## src/rtl/pacman_pkg.sv

```systemverilog
// rtl/pacman_pkg.sv - shared state encoding, schedule table and defaults for the ghost mode sequencer
//
// Contents:
//   DEFAULT_TICKS_PER_SEC  default game tick rate
//   LAST_PHASE             final schedule phase (chase forever)
//   SEC_W / FRIGHT_W       widths of the seconds and fright counters
//   mode_state_t           IDLE / SCATTER / CHASE encoding
//   phase_secs()           duration in seconds of each schedule phase
package pacman_pkg;

  localparam int DEFAULT_TICKS_PER_SEC = 60;

  localparam int SEC_W    = 5;
  localparam int FRIGHT_W = 10;

  localparam logic [2:0] LAST_PHASE = 3'd7;

  typedef enum logic [1:0] {
    ST_IDLE    = 2'd0,
    ST_SCATTER = 2'd1,
    ST_CHASE   = 2'd2
  } mode_state_t;

  // Level schedule. Even phases scatter, odd phases chase. The last phase
  // never expires, so its entry is unused and reads as zero.
  function automatic logic [SEC_W-1:0] phase_secs(input logic [2:0] phase);
    logic [SEC_W-1:0] secs;
    case (phase)
      3'd0:    secs = 5'd7;
      3'd1:    secs = 5'd20;
      3'd2:    secs = 5'd7;
      3'd3:    secs = 5'd20;
      3'd4:    secs = 5'd5;
      3'd5:    secs = 5'd20;
      3'd6:    secs = 5'd5;
      default: secs = 5'd0;
    endcase
    return secs;
  endfunction

  // Mode a given phase index runs in.
  function automatic mode_state_t phase_mode(input logic [2:0] phase);
    return phase[0] ? ST_CHASE : ST_SCATTER;
  endfunction

endpackage

```

## src/rtl/sec_prescaler.sv

```systemverilog
// rtl/sec_prescaler.sv - divides enabled game ticks down to a one-second strobe
//
// Ports:
//   clk        in  system clock
//   reset      in  asynchronous active-high reset
//   en         in  count this cycle (one qualified game tick)
//   clr        in  synchronous clear, dominates en
//   secStrobe  out high for the cycle whose enabled tick completes a second
module sec_prescaler
  import pacman_pkg::*;
#(
  parameter int TICKS_PER_SEC = DEFAULT_TICKS_PER_SEC
) (
  input  logic clk,
  input  logic reset,
  input  logic en,
  input  logic clr,
  output logic secStrobe
);

  localparam int CW = (TICKS_PER_SEC > 1) ? $clog2(TICKS_PER_SEC) : 1;
  localparam logic [CW-1:0] LAST = CW'(TICKS_PER_SEC - 1);

  logic [CW-1:0] cnt;
  logic          at_last;

  assign at_last = (cnt == LAST);

  always_ff @(posedge clk or posedge reset) begin
    if (reset) begin
      cnt <= '0;
    end else if (clr) begin
      cnt <= '0;
    end else if (en) begin
      cnt <= at_last ? '0 : cnt + CW'(1);
    end
  end

  // Combinational so the caller can act on the same edge that wraps the count.
  assign secStrobe = en && !clr && at_last;

endmodule

```

## src/rtl/ghost_mode_sequencer.sv

```systemverilog
// rtl/ghost_mode_sequencer.sv - scatter/chase level schedule with frightened overlay
//
// Ports:
//   clk            in   system clock
//   reset          in   asynchronous active-high reset
//   start          in   pulse, (re)starts the schedule at phase 0
//   pause          in   level, freezes all timers and ignores tick/pelletEaten
//   tick           in   game tick strobe, the only timer advance
//   pelletEaten    in   power pellet pulse, starts or reloads fright
//   isScatter      out  ghosts head for their corners
//   isChase        out  ghosts chase their targets
//   isFrightened   out  frightened overlay active
//   frightFlash    out  fright about to end
//   reverseGhosts  out  one-cycle pulse, all ghosts turn around
//   phase          out  current schedule phase 0..7
module ghost_mode_sequencer
  import pacman_pkg::*;
#(
  parameter int TICKS_PER_SEC = DEFAULT_TICKS_PER_SEC,
  parameter int FRIGHT_SECS   = 6,
  parameter int FLASH_SECS    = 2
) (
  input  logic       clk,
  input  logic       reset,
  input  logic       start,
  input  logic       pause,
  input  logic       tick,
  input  logic       pelletEaten,
  output logic       isScatter,
  output logic       isChase,
  output logic       isFrightened,
  output logic       frightFlash,
  output logic       reverseGhosts,
  output logic [2:0] phase
);

  localparam int FRIGHT_TICKS = FRIGHT_SECS * TICKS_PER_SEC;
  localparam int FLASH_TICKS  = FLASH_SECS * TICKS_PER_SEC;
  localparam logic [FRIGHT_W-1:0] FRIGHT_LOAD  = FRIGHT_W'(FRIGHT_TICKS);
  localparam logic [FRIGHT_W-1:0] FLASH_THRESH = FRIGHT_W'(FLASH_TICKS);
  localparam bit FRIGHT_ON = (FRIGHT_SECS > 0);

  mode_state_t         state_q, state_d;
  logic [2:0]          phase_d;
  logic [SEC_W-1:0]    sec_q, sec_d, sec_inc;
  logic [FRIGHT_W-1:0] fright_cnt_q, fright_cnt_d;
  logic                fright_q, fright_d;
  logic                rev_d;

  logic scatter_d, chase_d, flash_d;
  logic tick_ok, pellet_ok, presc_en, sec_strobe;

  // Events only count once a level is running and the game is not paused.
  assign tick_ok   = tick && !pause && (state_q != ST_IDLE);
  assign pellet_ok = FRIGHT_ON && pelletEaten && !pause && (state_q != ST_IDLE);

  // The mode timer only sees ticks outside fright. A pellet on the same
  // tick as a phase expiry wins, so that tick is withheld from the prescaler
  // and the expiry is replayed by the first tick after fright ends.
  assign presc_en = tick_ok && !fright_q && !pellet_ok && !start;

  sec_prescaler #(
    .TICKS_PER_SEC(TICKS_PER_SEC)
  ) u_sec_prescaler (
    .clk       (clk),
    .reset     (reset),
    .en        (presc_en),
    .clr       (start),
    .secStrobe (sec_strobe)
  );

  assign sec_inc = sec_q + SEC_W'(1);

  // State and output registers.
  always_ff @(posedge clk or posedge reset) begin
    if (reset) begin
      state_q       <= ST_IDLE;
      phase         <= 3'd0;
      sec_q         <= '0;
      fright_cnt_q  <= '0;
      fright_q      <= 1'b0;
      isScatter     <= 1'b0;
      isChase       <= 1'b0;
      isFrightened  <= 1'b0;
      frightFlash   <= 1'b0;
      reverseGhosts <= 1'b0;
    end else begin
      state_q       <= state_d;
      phase         <= phase_d;
      sec_q         <= sec_d;
      fright_cnt_q  <= fright_cnt_d;
      fright_q      <= fright_d;
      isScatter     <= scatter_d;
      isChase       <= chase_d;
      isFrightened  <= fright_d;
      frightFlash   <= flash_d;
      reverseGhosts <= rev_d;
    end
  end

  // Next-state logic. Priority: start, pellet, fright countdown, mode timer.
  always_comb begin
    state_d      = state_q;
    phase_d      = phase;
    sec_d        = sec_q;
    fright_cnt_d = fright_cnt_q;
    fright_d     = fright_q;
    rev_d        = 1'b0;

    if (start) begin
      state_d      = ST_SCATTER;
      phase_d      = 3'd0;
      sec_d        = '0;
      fright_cnt_d = '0;
      fright_d     = 1'b0;
    end else if (pellet_ok) begin
      // Also covers a reload on the very tick the old fright would expire.
      fright_d     = 1'b1;
      fright_cnt_d = FRIGHT_LOAD;
      rev_d        = 1'b1;
    end else if (tick_ok && fright_q) begin
      if (fright_cnt_q <= FRIGHT_W'(1)) begin
        // Fright over; the saved phase carries on with its remaining time.
        fright_cnt_d = '0;
        fright_d     = 1'b0;
      end else begin
        fright_cnt_d = fright_cnt_q - FRIGHT_W'(1);
      end
    end else if (sec_strobe && (phase != LAST_PHASE)) begin
      if (sec_inc == phase_secs(phase)) begin
        phase_d = phase + 3'd1;
        state_d = phase_mode(phase + 3'd1);
        sec_d   = '0;
        rev_d   = 1'b1;
      end else begin
        sec_d = sec_inc;
      end
    end
  end

  // Output decode from the next state so every output is a plain register.
  always_comb begin
    scatter_d = 1'b0;
    chase_d   = 1'b0;
    flash_d   = 1'b0;
    if (fright_d) begin
      flash_d = (fright_cnt_d <= FLASH_THRESH);
    end else begin
      scatter_d = (state_d == ST_SCATTER);
      chase_d   = (state_d == ST_CHASE);
    end
  end

endmodule

```

## config.mk

```make
export PLATFORM = sky130hd
export DESIGN_NAME = ghost_mode_sequencer
export DESIGN_NICKNAME = d
export VERILOG_FILES = /design/src/rtl/pacman_pkg.sv /design/src/rtl/sec_prescaler.sv /design/src/rtl/ghost_mode_sequencer.sv
export SDC_FILE = /design/constraint.sdc
export NUM_CORES = 1
export LEC_CHECK = 0
export CORE_UTILIZATION = 55
export CTS_BUF_LIST = sky130_fd_sc_hd__clkbuf_4
export DETAILED_ROUTE_END_ITERATION = 8
export PLACE_DENSITY = 0.84
export SLEW_MARGIN = 0
export SYNTH_ARGS = -nofsm -noshare
export SYNTH_HDL_FRONTEND = slang
export SYNTH_HIERARCHICAL = 1
export SYNTH_SLANG_ARGS = --single-unit
```

## constraint.sdc

```tcl
create_clock -name clk -period 2.6 [get_ports clk]
set_clock_uncertainty 0.05 [all_clocks]
set_input_delay 0.26 -clock clk [delete_from_list [all_inputs] [get_ports clk]]
set_output_delay 0.26 -clock clk [all_outputs]
set_load 0.02 [all_outputs]
```

==> results of run 1 <==
metal layers:
metal  part of all wire (%)  track usage, %  routed length, um  vias up
li1                       -               -                  -      779
met1                     46            30.2               1810      728
met2                     47            35.4               1840       29
met3                    5.3            8.82                206        5
met4                    1.3            8.57                 51        0
met5                      0               0                  0        -
per-stage QoR:
step / worst slack (ps) / TNS, ps / total power, mW
global route: 5.31 / 0 / 0.942
global placement: 37.7 / 0 / 0.635
CTS: 70.5 / 0 / 0.895
floorplan: 91.1 / 0 / 0.599
detailed placement: -119 / -546 / 0.638
finish: 169 / 0 / 0.894
where the power goes:
part / internal, mW / total, mW / leakage (nW) / switching [mW]
Clock: 0.0955 / 0.262 / 0.0285 / 0.166
Combinational: 0.0530 / 0.122 / 0.499 / 0.0694
Sequential: 0.495 / 0.510 / 0.415 / 0.0148
flip-flops by register name, summed over array words and instances (netlist names):
signal	flops
fright_cnt_q	10
fright_q	1
frightFlash	1
u_sec_prescaler/cnt	6
isScatter	1
sec_q	5
reverseGhosts	1
isChase	1
state_q	2
phase	3
cell type report:
type	instances	area, um^2
Timing Repair Buffer	24	213
Sequential cell	31	777
Fill cell	283	1100
Clock buffer	5	37.5
Tap cell	46	57.6
Clock inverter	2	8.76
Multi-Input combinational cell	159	1130
Inverter	10	37.5
layout by cell type, fill, tap and decap left out, types with 3 or more instances in the layout:
| cell | netlist | layout |
|---|---|---|
| dfrtp_1 | 31 | 30 |
| nor2_1 | 21 | 20 |
| nand2_1 | 16 | 16 |
| a21oi_1 | 15 | 15 |
| clkdlybuf4s50_1 | 0 | 13 |
| buf_4 | 1 | 11 |
| inv_1 | 10 | 10 |
| ha_1 | 10 | 10 |
| xnor2_1 | 9 | 9 |
| nand3_1 | 8 | 8 |
| nor3_1 | 7 | 7 |
| nand2b_1 | 6 | 6 |
| or3_1 | 5 | 5 |
| nor2b_1 | 5 | 5 |
| clkbuf_4 | 0 | 5 |
| mux2i_1 | 4 | 4 |
| nor3b_1 | 4 | 4 |
| or3b_1 | 3 | 3 |
| nor4_2 | 1 | 3 |
| xor2_1 | 3 | 3 |
| o211ai_1 | 3 | 3 |
timing repair:
action                                  4_1_cts  5_1_grt
endpoints found under the setup margin        0        7
resized for setup                             0        6
setup buffers                                 0        2
how the worst min path moves through the flow:
stage / start / to / slack, ps / cells past startpoint
3_5_place_dp: reset / u_sec_prescaler/cnt[2] / 480 / 2
5_1_grt: reset / u_sec_prescaler/cnt[2] / 110 / 2
4_1_cts: reset / u_sec_prescaler/cnt[2] / 110 / 2
3_3_place_gp: reset / u_sec_prescaler/cnt[2] / 470 / 2
6_report: reset / u_sec_prescaler/cnt[2] / 110 / 2
2_1_floorplan: reset / u_sec_prescaler/cnt[0] / 1 / 1
kinds of logic (layout without fill, tap and decap cells):
group | Yosys count | after routing | synth area share, %
buf+inv | 17 | 41 | 3.60
compound gates | 36 | 36 | 12.5
xor+xnor | 13 | 13 | 6.63
flops | 31 | 31 | 39.9
simple gates | 95 | 95 | 28.3
mux | 5 | 5 | 2.64
fa+ha+maj | 10 | 10 | 6.44
worst register-to-register path, stage by stage (launching register included):
cell and delay (ps):
dfrtp_2 460, ha_1 240, ha_1 220, nor4_2 310
xnor2_1 140, nor4_4 280, nor2b_1 180, buf_4 190
mux2i_1 190, o21ai_1 70
==> metrics, run 1 <==
syn_area_per_cell=9.39 um^2; Num CTS Buffers=5; worst-case reg-to-reg path depth=9; leakage=0.942 nW; Clock Tree Root=clkbuf_4; Cells after DPL=268; status=finished clean; WHS=108 ps; die width=61.5 um; post-route cell area=2260 um^2; Core Util, Final=67.2%; Slew @ Worst Pin=499 ps; Synth-to-Final Area Change=16.3%; final WL=3900 um; Fmax=411 MHz; Core Area=3360 um^2; Layout Nets=247; Max VDD drop=0.000311 V; number of synthesized flops with an enable pin=0; DRT iter0 DRCs=74; worst path arrival time=2620 ps; DP Area=2170 um^2; Synth Flop Type=dfrtp_1; syn nets=223; Post-synth top cells=dfrtp_1, nor2_1, nand2_1; most frequent cell after synthesis=dfrtp_1; CTS max path bufs=2; worst hold path class=in2async; CTS tree=built; cell family with the largest share of critical-path delay=simple AND/OR/NAND/NOR gates; Synth top area share=39.9%; Core Rows=21; CP required=2790 ps; hold_buf cts=0; GPL Wtd Cong=0.859; Die Span Y=61.5 um; Tcrit/Tclk final=93.5%; Crit Path Class=reg2reg; Final HPWL DP=2690 um; crit path max-delay cell type=dfrtp_2; Async SR Flop Fraction=100%; final std cells w/o fill=277; Residual DRC=0; Yosys top cell by area=dfrtp_1; DR vias/cell=5.56; Worst path depth=9; Slew Viols, Final=0; largest net degree at the start of global routing=26; Mapped Area=1940 um^2; Tot GR Track Use=23.2%; Worst-path clk slew=90 ps; flops & latches, synth=31; initial antenna violation count=0; clock sink total=31; Ys Warns=6; crit-path max cell delay=460 ps; Final Hold Viols=0; layout cells sized above 1=14.7%; Slew Limit Headroom=66.3%; antenna-violating nets left=0; Netlist cell types=49; RSZ-0062 raised after global routing=false; Max-Cap Viols=0; cells after synthesis=207; port bufs=13; n_diodes=0; post-synthesis sequential area ratio=39.9%; Detailed Routing Iterations Pass 1=4; pwr/cell area=395 nW/um^2; routed len/inst=14.1 um; first-pass GRT wire length=6240 um; via count=1,541; grt ovf=0; worst reg2reg setup slack=170 ps; worst r2r src=phase[0]; clk_lat worst skew=340 ps; FF-to-FF End=isScatter; Initial Utilization=57.8%; largest cells by area after synthesis=dfrtp_1, ha_1, nor2_1; post-layout minimum cycle time=2430 ps; Worst Setup SP=phase[0]; vias in the first global route=1,398; # setup viols final=0; Critical Path End=isScatter; CP endpoint kind=flip-flop; Top cell by count, worst path=ha_1; crit start category=flip-flop; die footprint=3780 um^2; IO Pins=14; Worst Path Max Fanout=9; CP cell instances=ha_1 > ha_1 > nor4_2 > xnor2_1 > nor4_4 > nor2b_1 > buf_4 > mux2i_1 > o21ai_1; CP bufs+invs=1; H-tree levels=2
No activity file was read; power rests on OpenSTA's default activity.
==> run 2, diff against run 1 <==
--- a/config.mk
+++ b/config.mk
@@ -8,6 +8,7 @@
 export CORE_UTILIZATION = 55
 export CTS_BUF_LIST = sky130_fd_sc_hd__clkbuf_4
 export DETAILED_ROUTE_END_ITERATION = 8
+export GPL_ROUTABILITY_DRIVEN = 0
 export PLACE_DENSITY = 0.84
 export SLEW_MARGIN = 0
 export SYNTH_ARGS = -nofsm -noshare
==> results of run 2 <==
Same layout as run 1: the final DEF is identical, and so are final timing and power.
==> run 3, diff against run 2 <==
--- a/config.mk
+++ b/config.mk
@@ -10,6 +10,7 @@
 export DETAILED_ROUTE_END_ITERATION = 8
 export GPL_ROUTABILITY_DRIVEN = 0
 export PLACE_DENSITY = 0.84
+export RECOVER_POWER = 25
 export SLEW_MARGIN = 0
 export SYNTH_ARGS = -nofsm -noshare
 export SYNTH_HDL_FRONTEND = slang
==> run 3 against run 2 <==
  * Sequential share of layout area rose by 0.057 points
  * Worst setup slack barely moved
  * Total power decreased by 0.12%
  * Largest cell class unchanged
  * Largest power group unchanged
==> metrics, run 3 (synthesized netlist as in run 1, its figures left out) <==
status=finished clean; WHS=240 ps; clk_lat worst skew=340 ps; Core Rows=21; Final HPWL DP=2690 um; via count=1,540; Clock Tree Root=clkbuf_4; CTS max path bufs=2; CP required=2790 ps; # setup viols final=0; commonest non-fill, non-tap cell in the layout=dfrtp_1; Worst Setup SP=phase[0]; switching power=251 uW; RSZ-0062 raised after global routing=false; Detailed Routing Iterations Pass 1=4; port bufs=13; Fin Setup TNS=0 ps; Residual DRC=0; layout cells sized above 1=14.3%; Regs by FF count=fright_cnt_q: 10 flops, u_sec_prescaler/cnt: 6 flops, sec_q: 5 flops; Die Span Y=61.5 um; H-tree levels=2; Tot GR Track Use=23.2%; grt ovf=0; CTS tree=built; DP Area=2170 um^2; antenna-violating nets left=0; switching share of total power=28.1%; largest net degree at the start of global routing=26; DRT iter0 DRCs=74; routed len/inst=14.1 um; sequential fraction of design power=57.1%; number of flip-flops in the largest register=10; Clock Power Share=29.3%; Tcrit/Tclk final=93.5%; Worst Path Max Fanout=9; die footprint=3780 um^2; Slew Viols, Final=0; DR vias/cell=5.56; Num CTS Buffers=5; fin worst setup slack=169 ps; Slew @ Worst Pin=1350 ps; FF/Latch Area=777 um^2; worst hold path class=in2async; post-route cell area=2260 um^2; Initial Utilization=57.8%; largest register by flop count=fright_cnt_q; vias in the first global route=1,398; area of the multi-input gates=1130 um^2; Fmax=411 MHz; Worst-path clk slew=90 ps; commonest cells after routing, fill and taps aside=dfrtp_1, nor2_1, nand2_1, a21oi_1, clkdlybuf4s50_1; final WL=3900 um; Layout Nets=247; worst r2r src=phase[0]; CP endpoint kind=flip-flop; Core Area=3360 um^2; internal power=642 uW; Crit Path Class=reg2reg; IO Pins=14; Final Hold Viols=0; Max-Cap Viols=0; n_diodes=0; worst path arrival time=2620 ps; crit start category=flip-flop; first-pass GRT wire length=6240 um; pwr/cell area=396 nW/um^2; Slew Limit Headroom=9.90%; setup slack at placement=-119 ps; Synth-to-Final Area Change=16.1%; initial antenna violation count=0; # fillers=282; clock sink total=31; PnR Total Power=893 uW; die width=61.5 um; Comb power frac=13.6%; leakage=0.939 nW; Max VDD drop=0.000311 V; post-layout minimum cycle time=2430 ps
[run 3: cell types whose count changed in the layout (fill, tap and decap cells not counted), sizes merged]
cell / before / now
dlygate4sd3: 0 / 1
clkdlybuf4s50: 13 / 12
buf: 11 / 10
clkbuf: 5 / 6
[run 3: worst max-delay path, cell delays in order, from the launching register on]
cell and delay, ps:
dfrtp_2 460, ha_1 240, ha_1 220, nor4_2 310, xnor2_1 140, nor4_4 280
nor2b_1 180, buf_4 190, mux2i_1 190, o21ai_1 70
[run 3: timing repair]
| item | in CTS | in global routing |
|---|---|---|
| buffers inserted | 0 | 2 |
| setup endpoints to repair | 0 | 7 |
| resized for setup | 0 | 6 |
| hold buffers | 0 | 0 |
[run 3: area by class of cell]
cell class / count / area share (%)
clock buffers: 5 / 1.66
clock inverters: 2 / 0.388
inverters: 10 / 1.66
multi-input cells: 159 / 50.1
flip-flops and latches: 31 / 34.4
well taps: 46 / 2.55
repair buffers: 24 / 9.26
[run 3: power groups by stage]
| stage | logic, mW | clock network [mW] | registers [mW] |
|---|---|---|---|
| after floorplan | 0.0799 | 0 | 0.519 |
| after global placement | 0.117 | 0 | 0.518 |
| after detailed placement | 0.119 | 0 | 0.518 |
| after CTS | 0.120 | 0.266 | 0.509 |
| after global routing | 0.135 | 0.293 | 0.512 |
| final | 0.121 | 0.262 | 0.510 |
[run 3: metal layers]
metal / wire [um] / vias to the layer above / global-route usage, %
li1: - / 779 / -
met1: 1810 / 725 / 30.2
met2: 1830 / 31 / 35.4
met3: 208 / 5 / 8.82
met4: 51 / 0 / 8.57
met5: 0 / - / 0
[run 3: metrics by stage]
stage | utilization (%) | std cells
2_1_floorplan | - | 207
3_3_place_gp | 64.4 | 268
3_5_place_dp | 64.4 | 268
4_1_cts | 65.8 | 275
5_1_grt | 67.1 | 277
6_report | 67.1 | 277
[run 3: worst paths after layout]
check / depth (start not counted) / slack [ps] / endpoint
setup reg to reg: 9 / 170 / isScatter
hold reg to reg: 2 / 520 / u_sec_prescaler/cnt[4]
setup / recovery: 9 / 170 / isScatter
max in group asynchronous: 3 / 840 / phase[0]
min in group clk: 2 / 520 / u_sec_prescaler/cnt[4]
hold / removal: 2 / 240 / u_sec_prescaler/cnt[2]
